<file path="src/rtl/alu_issue_stage_pkg.sv">
// Shared constants for the ALU issue stage: widths, instruction field positions, opcode map.
package alu_issue_stage_pkg;

  localparam int unsigned DataW    = 32;
  localparam int unsigned NumRegs  = 8;
  localparam int unsigned RegAddrW = 3;
  localparam int unsigned ImmW     = 17;

  // Instruction field bit positions
  localparam int unsigned FldOpcLo  = 0;
  localparam int unsigned FldOpcHi  = 2;
  localparam int unsigned FldSub    = 3;
  localparam int unsigned FldUseCin = 4;
  localparam int unsigned FldRdLo   = 5;
  localparam int unsigned FldRdHi   = 7;
  localparam int unsigned FldRs1Lo  = 8;
  localparam int unsigned FldRs1Hi  = 10;
  localparam int unsigned FldRs2Lo  = 11;
  localparam int unsigned FldRs2Hi  = 13;
  localparam int unsigned FldImmSel = 14;
  localparam int unsigned FldImmLo  = 15;
  localparam int unsigned FldImmHi  = 31;

  typedef enum logic [2:0] {
    OpAdd  = 3'b000,
    OpXor  = 3'b001,
    OpAnd  = 3'b010,
    OpOr   = 3'b011,
    OpNor  = 3'b100,
    OpSl   = 3'b101,
    OpSr   = 3'b110,
    OpRsvd = 3'b111
  } alu_op_e;

  function automatic logic is_illegal_op(input logic [2:0] opc);
    return opc == OpRsvd;
  endfunction

endpackage

</file>
<file path="src/rtl/alu_regfile.sv">
// 8 x 32 register file: two asynchronous reads, one synchronous write, r0 hardwired to zero.
module alu_regfile
  import alu_issue_stage_pkg::*;
(
  input  logic                clk,
  input  logic                rst,
  input  logic [RegAddrW-1:0] raddr_a,
  input  logic [RegAddrW-1:0] raddr_b,
  output logic [DataW-1:0]    rdata_a,
  output logic [DataW-1:0]    rdata_b,
  input  logic                we,
  input  logic [RegAddrW-1:0] waddr,
  input  logic [DataW-1:0]    wdata
);

  // Entry 0 is never written and stays zero.
  logic [DataW-1:0] regs_q [NumRegs];

  always_ff @(posedge clk) begin
    if (rst) begin
      for (int i = 0; i < NumRegs; i++) regs_q[i] <= '0;
    end else if (we && waddr != '0) begin
      regs_q[waddr] <= wdata;
    end
  end

  assign rdata_a = (raddr_a == '0) ? '0 : regs_q[raddr_a];
  assign rdata_b = (raddr_b == '0) ? '0 : regs_q[raddr_b];

endmodule

</file>
<file path="src/rtl/alu_issue_stage.sv">
// ALU issue stage: decode, operand read, single output register with valid/ready handshake.
// Define ALU_ISSUE_BYPASS_EN to forward same-cycle writeback data and carry into the operands.
module alu_issue_stage
  import alu_issue_stage_pkg::*;
(
  input  logic                clk,
  input  logic                rst,
  input  logic                in_valid,
  input  logic [31:0]         in_instr,
  output logic                in_ready,
  output logic [DataW-1:0]    alu_a,
  output logic [DataW-1:0]    alu_b,
  output logic [2:0]          alu_opcode,
  output logic                alu_sub,
  output logic                alu_cin,
  output logic                out_valid,
  input  logic                out_ready,
  output logic [RegAddrW-1:0] out_rd,
  output logic                out_illegal,
  input  logic                wb_en,
  input  logic [RegAddrW-1:0] wb_addr,
  input  logic [DataW-1:0]    wb_data,
  input  logic                wb_carry_we,
  input  logic                wb_cout
);

  logic [2:0]          dec_opc;
  logic                dec_sub;
  logic                dec_use_cin;
  logic [RegAddrW-1:0] dec_rd;
  logic [RegAddrW-1:0] dec_rs1;
  logic [RegAddrW-1:0] dec_rs2;
  logic                dec_imm_sel;
  logic [ImmW-1:0]     dec_imm;

  assign dec_opc     = in_instr[FldOpcHi:FldOpcLo];
  assign dec_sub     = in_instr[FldSub];
  assign dec_use_cin = in_instr[FldUseCin];
  assign dec_rd      = in_instr[FldRdHi:FldRdLo];
  assign dec_rs1     = in_instr[FldRs1Hi:FldRs1Lo];
  assign dec_rs2     = in_instr[FldRs2Hi:FldRs2Lo];
  assign dec_imm_sel = in_instr[FldImmSel];
  assign dec_imm     = in_instr[FldImmHi:FldImmLo];

  logic [DataW-1:0] rf_a;
  logic [DataW-1:0] rf_b;

  alu_regfile u_regfile (
    .clk     (clk),
    .rst     (rst),
    .raddr_a (dec_rs1),
    .raddr_b (dec_rs2),
    .rdata_a (rf_a),
    .rdata_b (rf_b),
    .we      (wb_en),
    .waddr   (wb_addr),
    .wdata   (wb_data)
  );

  logic carry_q;

  always_ff @(posedge clk) begin
    if (rst)              carry_q <= 1'b0;
    else if (wb_carry_we) carry_q <= wb_cout;
  end

  logic [DataW-1:0] op_a;
  logic [DataW-1:0] op_rs2;
  logic             carry_eff;

`ifdef ALU_ISSUE_BYPASS_EN
  always_comb begin
    op_a      = rf_a;
    op_rs2    = rf_b;
    carry_eff = carry_q;
    if (wb_en && wb_addr != '0 && wb_addr == dec_rs1) op_a   = wb_data;
    if (wb_en && wb_addr != '0 && wb_addr == dec_rs2) op_rs2 = wb_data;
    if (wb_carry_we) carry_eff = wb_cout;
  end
`else
  // Pre-write values; software keeps a one-cycle gap after a dependent writeback.
  assign op_a      = rf_a;
  assign op_rs2    = rf_b;
  assign carry_eff = carry_q;
`endif

  logic accept;

  assign in_ready = !rst && (!out_valid || out_ready);
  assign accept   = in_valid && in_ready;

  always_ff @(posedge clk) begin
    if (rst) begin
      out_valid   <= 1'b0;
      alu_a       <= '0;
      alu_b       <= '0;
      alu_opcode  <= '0;
      alu_sub     <= 1'b0;
      alu_cin     <= 1'b0;
      out_rd      <= '0;
      out_illegal <= 1'b0;
    end else if (accept) begin
      out_valid   <= 1'b1;
      alu_a       <= op_a;
      alu_b       <= dec_imm_sel ? {{(DataW-ImmW){1'b0}}, dec_imm} : op_rs2;
      alu_opcode  <= dec_opc;
      alu_sub     <= dec_sub;
      alu_cin     <= dec_use_cin & carry_eff;
      out_rd      <= dec_rd;
      out_illegal <= is_illegal_op(dec_opc);
    end else if (out_ready) begin
      out_valid   <= 1'b0;
    end
  end

endmodule

</file>
<file path="config.mk">
export PLATFORM = sky130hd
export DESIGN_NAME = alu_issue_stage
export DESIGN_NICKNAME = d
export VERILOG_FILES = /design/src/rtl/alu_issue_stage_pkg.sv /design/src/rtl/alu_regfile.sv /design/src/rtl/alu_issue_stage.sv
export SDC_FILE = /design/constraint.sdc
export NUM_CORES = 1
export LEC_CHECK = 0
export ABC_AREA = 1
export BUFFER_PORTS_ARGS = -buffer_cell sky130_fd_sc_hd__buf_2
export CAP_MARGIN = 20
export CORE_ASPECT_RATIO = 1.25
export CORE_MARGIN = 1
export CORE_UTILIZATION = 53
export DETAILED_ROUTE_END_ITERATION = 10
export PLACE_DENSITY = 0.76
export SLEW_MARGIN = 10
export SYNTH_ARGS = -nofsm -noshare
export SYNTH_HDL_FRONTEND = slang
export SYNTH_SLANG_ARGS = --single-unit
</file>
<file path="constraint.sdc">
create_clock -name clk -period 2.15 [get_ports clk]
set_clock_uncertainty 0.05 [all_clocks]
set_input_delay 0.43 -clock clk [delete_from_list [all_inputs] [get_ports clk]]
set_output_delay 0.43 -clock clk [all_outputs]
set_load 0.05 [all_outputs]
</file>
======== After elaboration in Yosys (flattened, before gate mapping) ========
Memories as Yosys holds them, arrays and structs flattened.
Index checks and enable logic that the tools add are counted.
storage, ports and cells
  bits in registers ....................... 75
  bits in writable memories ............... 256
  bits of input ports ..................... 74
  logic and storage cells ................. 36
  memories ................................ 1
cells by class
  eq/ne operators ......................... 1
  mux-type cells .......................... 13
  bitwise gates (word level) .............. 1
  reduce and logical (&&, ||, !) cells .... 11
memories
  memory            words  width  read ports  clocked after memory_dff  write ports  line               RTL
  u_regfile.regs_q  8      32     2           0                         8            alu_regfile.sv:17  logic [DataW-1:0] regs_q [NumRegs];
operators with widths
  kind                                  count
  32-bit two-way mux                    4
  32-bit OR reduction                   1
  1-bit two-way mux                     8
  3-bit logical NOT                     2
  3-bit == test, second input constant  1
  1-bit logical AND                     3
  3-bit two-way mux                     1
  3-bit nonzero test                    1
  1-bit logical NOT                     2
  2-bit nonzero test                    1
  1-bit AND                             1
  1-bit logical OR                      1

======== Depth between registers and ports, before layout ========
  depth in word-level cells ............... 7
  gate-level depth with buffers ........... 9

======== Modules after synthesis ========
From an unflattened synthesis, not the netlist that was laid out.
second synthesis, totals
  cell total of the unflattened synthesis .. 2,354
  area, all modules ....................... 17,925.9 um^2
modules (own cells, without submodules)
  module           instances  cells each  area each (um^2)  seq. area each (um^2)
  alu_regfile      1          1,897       14,772.9          7,687.4
  alu_issue_stage  1          457         3,153.0           1,501.4

======== Worst setup path before layout ========
No wires, ideal clock.
  path kind ............................... input -> register
  start point ............................. in rst
  end point ............................... mem u_regfile.regs_q[1][0], enable pin
  arrival ................................. 1,901 ps
  required time ........................... 1,711 ps
  slack ................................... -191 ps
  stages on the path ...................... 7
  buffers on the path ..................... 2
  path through ............................ buf_2 > inv_2 > nand2_1 > nor2_2 > nand3_1 > buf_2 > nand2_1
RTL lines
  element      line                  RTL
  from (decl)  alu_issue_stage.sv:7  input logic rst,
  to (decl)    alu_regfile.sv:17

======== Worst setup path after layout ========
  start point ............................. reg out_valid
  end point ............................... out in_ready
between the ends
  longest elaborated chain between the ends .. 3
ends and longest elaborated chain
  element                 line                    RTL
  from (decl)             alu_issue_stage.sv:16   output logic out_valid,
  from (signal assigned)  alu_issue_stage.sv:94   out_valid <= 1'b0;
  from (signal assigned)  alu_issue_stage.sv:103  out_valid <= 1'b1;
  from (signal assigned)  alu_issue_stage.sv:112  out_valid <= 1'b0;
  1-bit logical NOT       alu_issue_stage.sv:89   assign in_ready = !rst && (!out_valid || out_ready);
  1-bit logical OR        alu_issue_stage.sv:89
  1-bit logical AND       alu_issue_stage.sv:89
  to (decl)               alu_issue_stage.sv:10   output logic in_ready,
No other way between the ends.

==> summary.txt <==
STA
  • Final setup viols: 0
  • Endpoints failing hold: 0
  • Slew @ Worst Pin: 0.542 ns
  • Minimum clock period: 1.86 ns
  • Setup ws final: 0.288 ns
  • Relative slew slack: 0.638
  • Slew Viols, Final: 0
  • Crit share post-route: 0.866
  • RSZ-0062 raised after global routing: no
  • Max Freq: 537 MHz
  • Setup tns final: 0 ns

Yosys
  • Post-synth design cell area: 14600 sq um
  • EDFF count, synth: 224
  • Top post-synthesis cells by area: edfxtp_1 (46%), dfxtp_1 (10%), o211ai_1 (9.7%)
  • Mapped Avg Cell Area: 8.77 sq um
  • Post-synth ARST share: 0
  • Net Count, Synth: 1740
  • Top-area cell type share of the netlist area: 0.460
  • Yosys reg bits: 299
  • Sequential element share of the synthesized area: 0.563
  • Count of different cell masters after synthesis: 23
  • Post-Syn Instances: 1666
  • Area leader, netlist: edfxtp_1
  • Yosys Warn Count: 0
  • Synth Flop Type: edfxtp_1

Global route
  • First-pass GRT wire length: 65200 um
  • Tot GR Track Use: 0.305
  • Vias in the first global route: 12500
  • Grt ovf: 0
  • Initial antenna violation count: 0
  • Largest net degree at the start of global routing: 87

Floorplan
  • Initial core utilization: 0.541
  • Die Footprint: 28200 sq um
  • Die height: 188 um
  • Core area: 27000 sq um
  • I/O pin total: 149
  • Die Wd: 151 um
  • Rows: 67

Finish
  • Area of the multi-input gates: 5240 sq um
  • Final nets: 1851
  • Register Area: 8230 sq um
  • Post-route cell area: 16800 sq um
  • Layout cells sized above 1: 0.155
  • # diodes: 0
  • Layout fillers: 2258
  • Layout area overhead: 15.3%

Critical path
  • Cell with the largest stage delay on the worst path: dfxtp_1
  • Reg-to-reg endpoint: alu_b[9]
  • CP endpoint kind: output pin
  • Worst path top cell family by delay: flip-flops
  • Critical Path Source: out_valid
  • Reg2Reg Depth: 8
  • Crit path arrival time: 1.38 ns
  • Crit path cell chain: inv_1 -> nor2_1 -> nor2_4 -> buf_2
  • Data required, critical path: 1.67 ns
  • CP Max Fanout: 2
  • Critical Path Stages: 4
  • CP Class: reg -> out
  • R2R Path Start: out_valid
  • Crit path launch type: register
  • Buffers & Inverters on Critical Path: 2
  • Slowest cell delay on critical path: 0.32 ns
  • FF-to-FF setup slack: 0.43 ns

Placed design
  • Pre-CTS WS: 0.324 ns
  • # port buffers: 148
  • Final GP Congestion: 0.852
  • Placed instance area: 15800 sq um
  • DP HPWL: 27000 um

Power and ir drop
  • Total power: 13.9 mW
  • Peak supply drop: 0.000617 V
  • Pleak: 6.99 nW
  • Power per Cell Area: 827 nW/um^2

Routing
  • DRT Wirelength: 42800 um
  • Avg WL per Cell: 20.0 um
  • Vias per std cell: 5.96
  • DR vias: 12800
  • Drt pass-1 iters: 6
  • ANT nets after route: 0
  • Residual DRC count: 0
  • Drt initial violations: 1229

CTS
  • TritonCTS Buffers: 29
  • Postcts setup bufs: 0
  • Reg clk slew, reported paths: 0.06 ns
  • CTS tree: done
  • CTS resizes: 0
  • H-tree depth: 1
  • Clock root cell: clkbuf_16
  • Clock insertion delay at the later pin of the skew report: 0.55 ns
  • Post-CTS Hold Buffers: 0
  • Clock tree buffer depth: 3
  • CTS Sinks: 299

Min path
  • Tightest Hold Check Type: in -> reg
  • Beginning of the worst hold path: wb_carry_we
  • Worst Hold Depth: 2
  • Hold Path Sink: carry_eff

Flow run
  • Max-cap viol count: 0

Outcome
  • Status: completed
==> report_power, final <==
part           internal [mW]  switching, mW  total (mW)
clock                   3.14           2.23        5.37
sequential              6.55          0.156        6.71
combinational          0.533           1.34        1.87
total                   10.2           3.72        13.9
==> cell usage in the layout, fill, tap and decap left out, drive strengths merged <==
master	Yosys	routed
dfxtp	75	75
clkinvlp	0	1
nor2	239	239
buf	87	210
o211ai	188	188
o21ai	11	11
clkbuf	43	40
nand4	1	1
o2111ai	1	1
edfxtp	224	224
a21boi	7	7
nand3	201	201
inv	145	151
nand2	374	374
clkinv	1	6
a21oi	69	69
bufinv	0	1
==> layout make-up <==
class / count / area share
inverter: 146 / 0.0325
tap: 345 / 0.0256
sequential: 299 / 0.488
clock buffer: 40 / 0.0548
multi-input combinational: 1091 / 0.311
clock inverter: 13 / 0.00639
timing repair buffer: 210 / 0.0815
==> worst max-delay path by stage <==
| stage | slack, ns | endpoint |
|---|---|---|
| after global placement | 0.33 | alu_b[9] |
| after detailed placement | 0.32 | alu_b[9] |
| after floorplan | 0.10 | u_regfile.regs_q[5][0] |
| after CTS | 0.27 | in_ready |
| final | 0.29 | in_ready |
| after global routing | 0.23 | in_ready |
==> through the flow <==
| step | util | hold WS (ns) | instances |
|---|---|---|---|
| CTS | 0.624 | 0.0108 | 2144 |
| global route | 0.624 | 0.0245 | 2144 |
| detailed placement | 0.586 | 0.403 | 2091 |
| finish | 0.624 | 0.0253 | 2144 |
| global placement | 0.586 | 0.400 | 2091 |
| floorplan | - | 0.404 | 1666 |
==> cells by family (layout without fill, tap and decap cells) <==
logic type,after synthesis,count (layout),synth area share
buf+inv,276,409,0.0800
simple gates,815,815,0.229
flops,299,299,0.563
compound gates,276,276,0.128
==> worst reg2reg max path, cell delays in order, from the launching register on <==
cell and delay (ns):
dfxtp_1 0.32, inv_1 0.04, nor2_1 0.21, nor2_4 0.05, nand2_2 0.17, inv_2 0.17
buf_4 0.24, o21ai_0 0.24, a21oi_1 0.10
==> synthesized netlist by cell type, types with 2 or more instances <==
cell type / instances
nand2_1: 373
nor2_1: 235
edfxtp_1: 224
nand3_1: 201
o211ai_1: 188
inv_1: 141
buf_2: 80
dfxtp_1: 75
a21oi_1: 69
clkbuf_1: 43
o21ai_0: 11
a21boi_1: 7
inv_2: 4
buf_4: 3
buf_6: 3
nor2_2: 2
==> sequential cells by signal (all words and copies together), names as in the netlist <==
name	flops
alu_opcode	3
alu_sub	1
u_regfile.regs_q	224
out_rd	3
carry_eff	1
alu_a	32
alu_b	32
out_valid	1
alu_cin	1
out_illegal	1
==> layer usage <==
metal,vias up,part of all wire,GRT usage
li1,5891,-,-
met1,5975,0.36,0.369
met2,764,0.49,0.514
met3,145,0.10,0.0543
met4,0,0.049,0.160
met5,-,0,0
(Power assumes the default switching activity.)
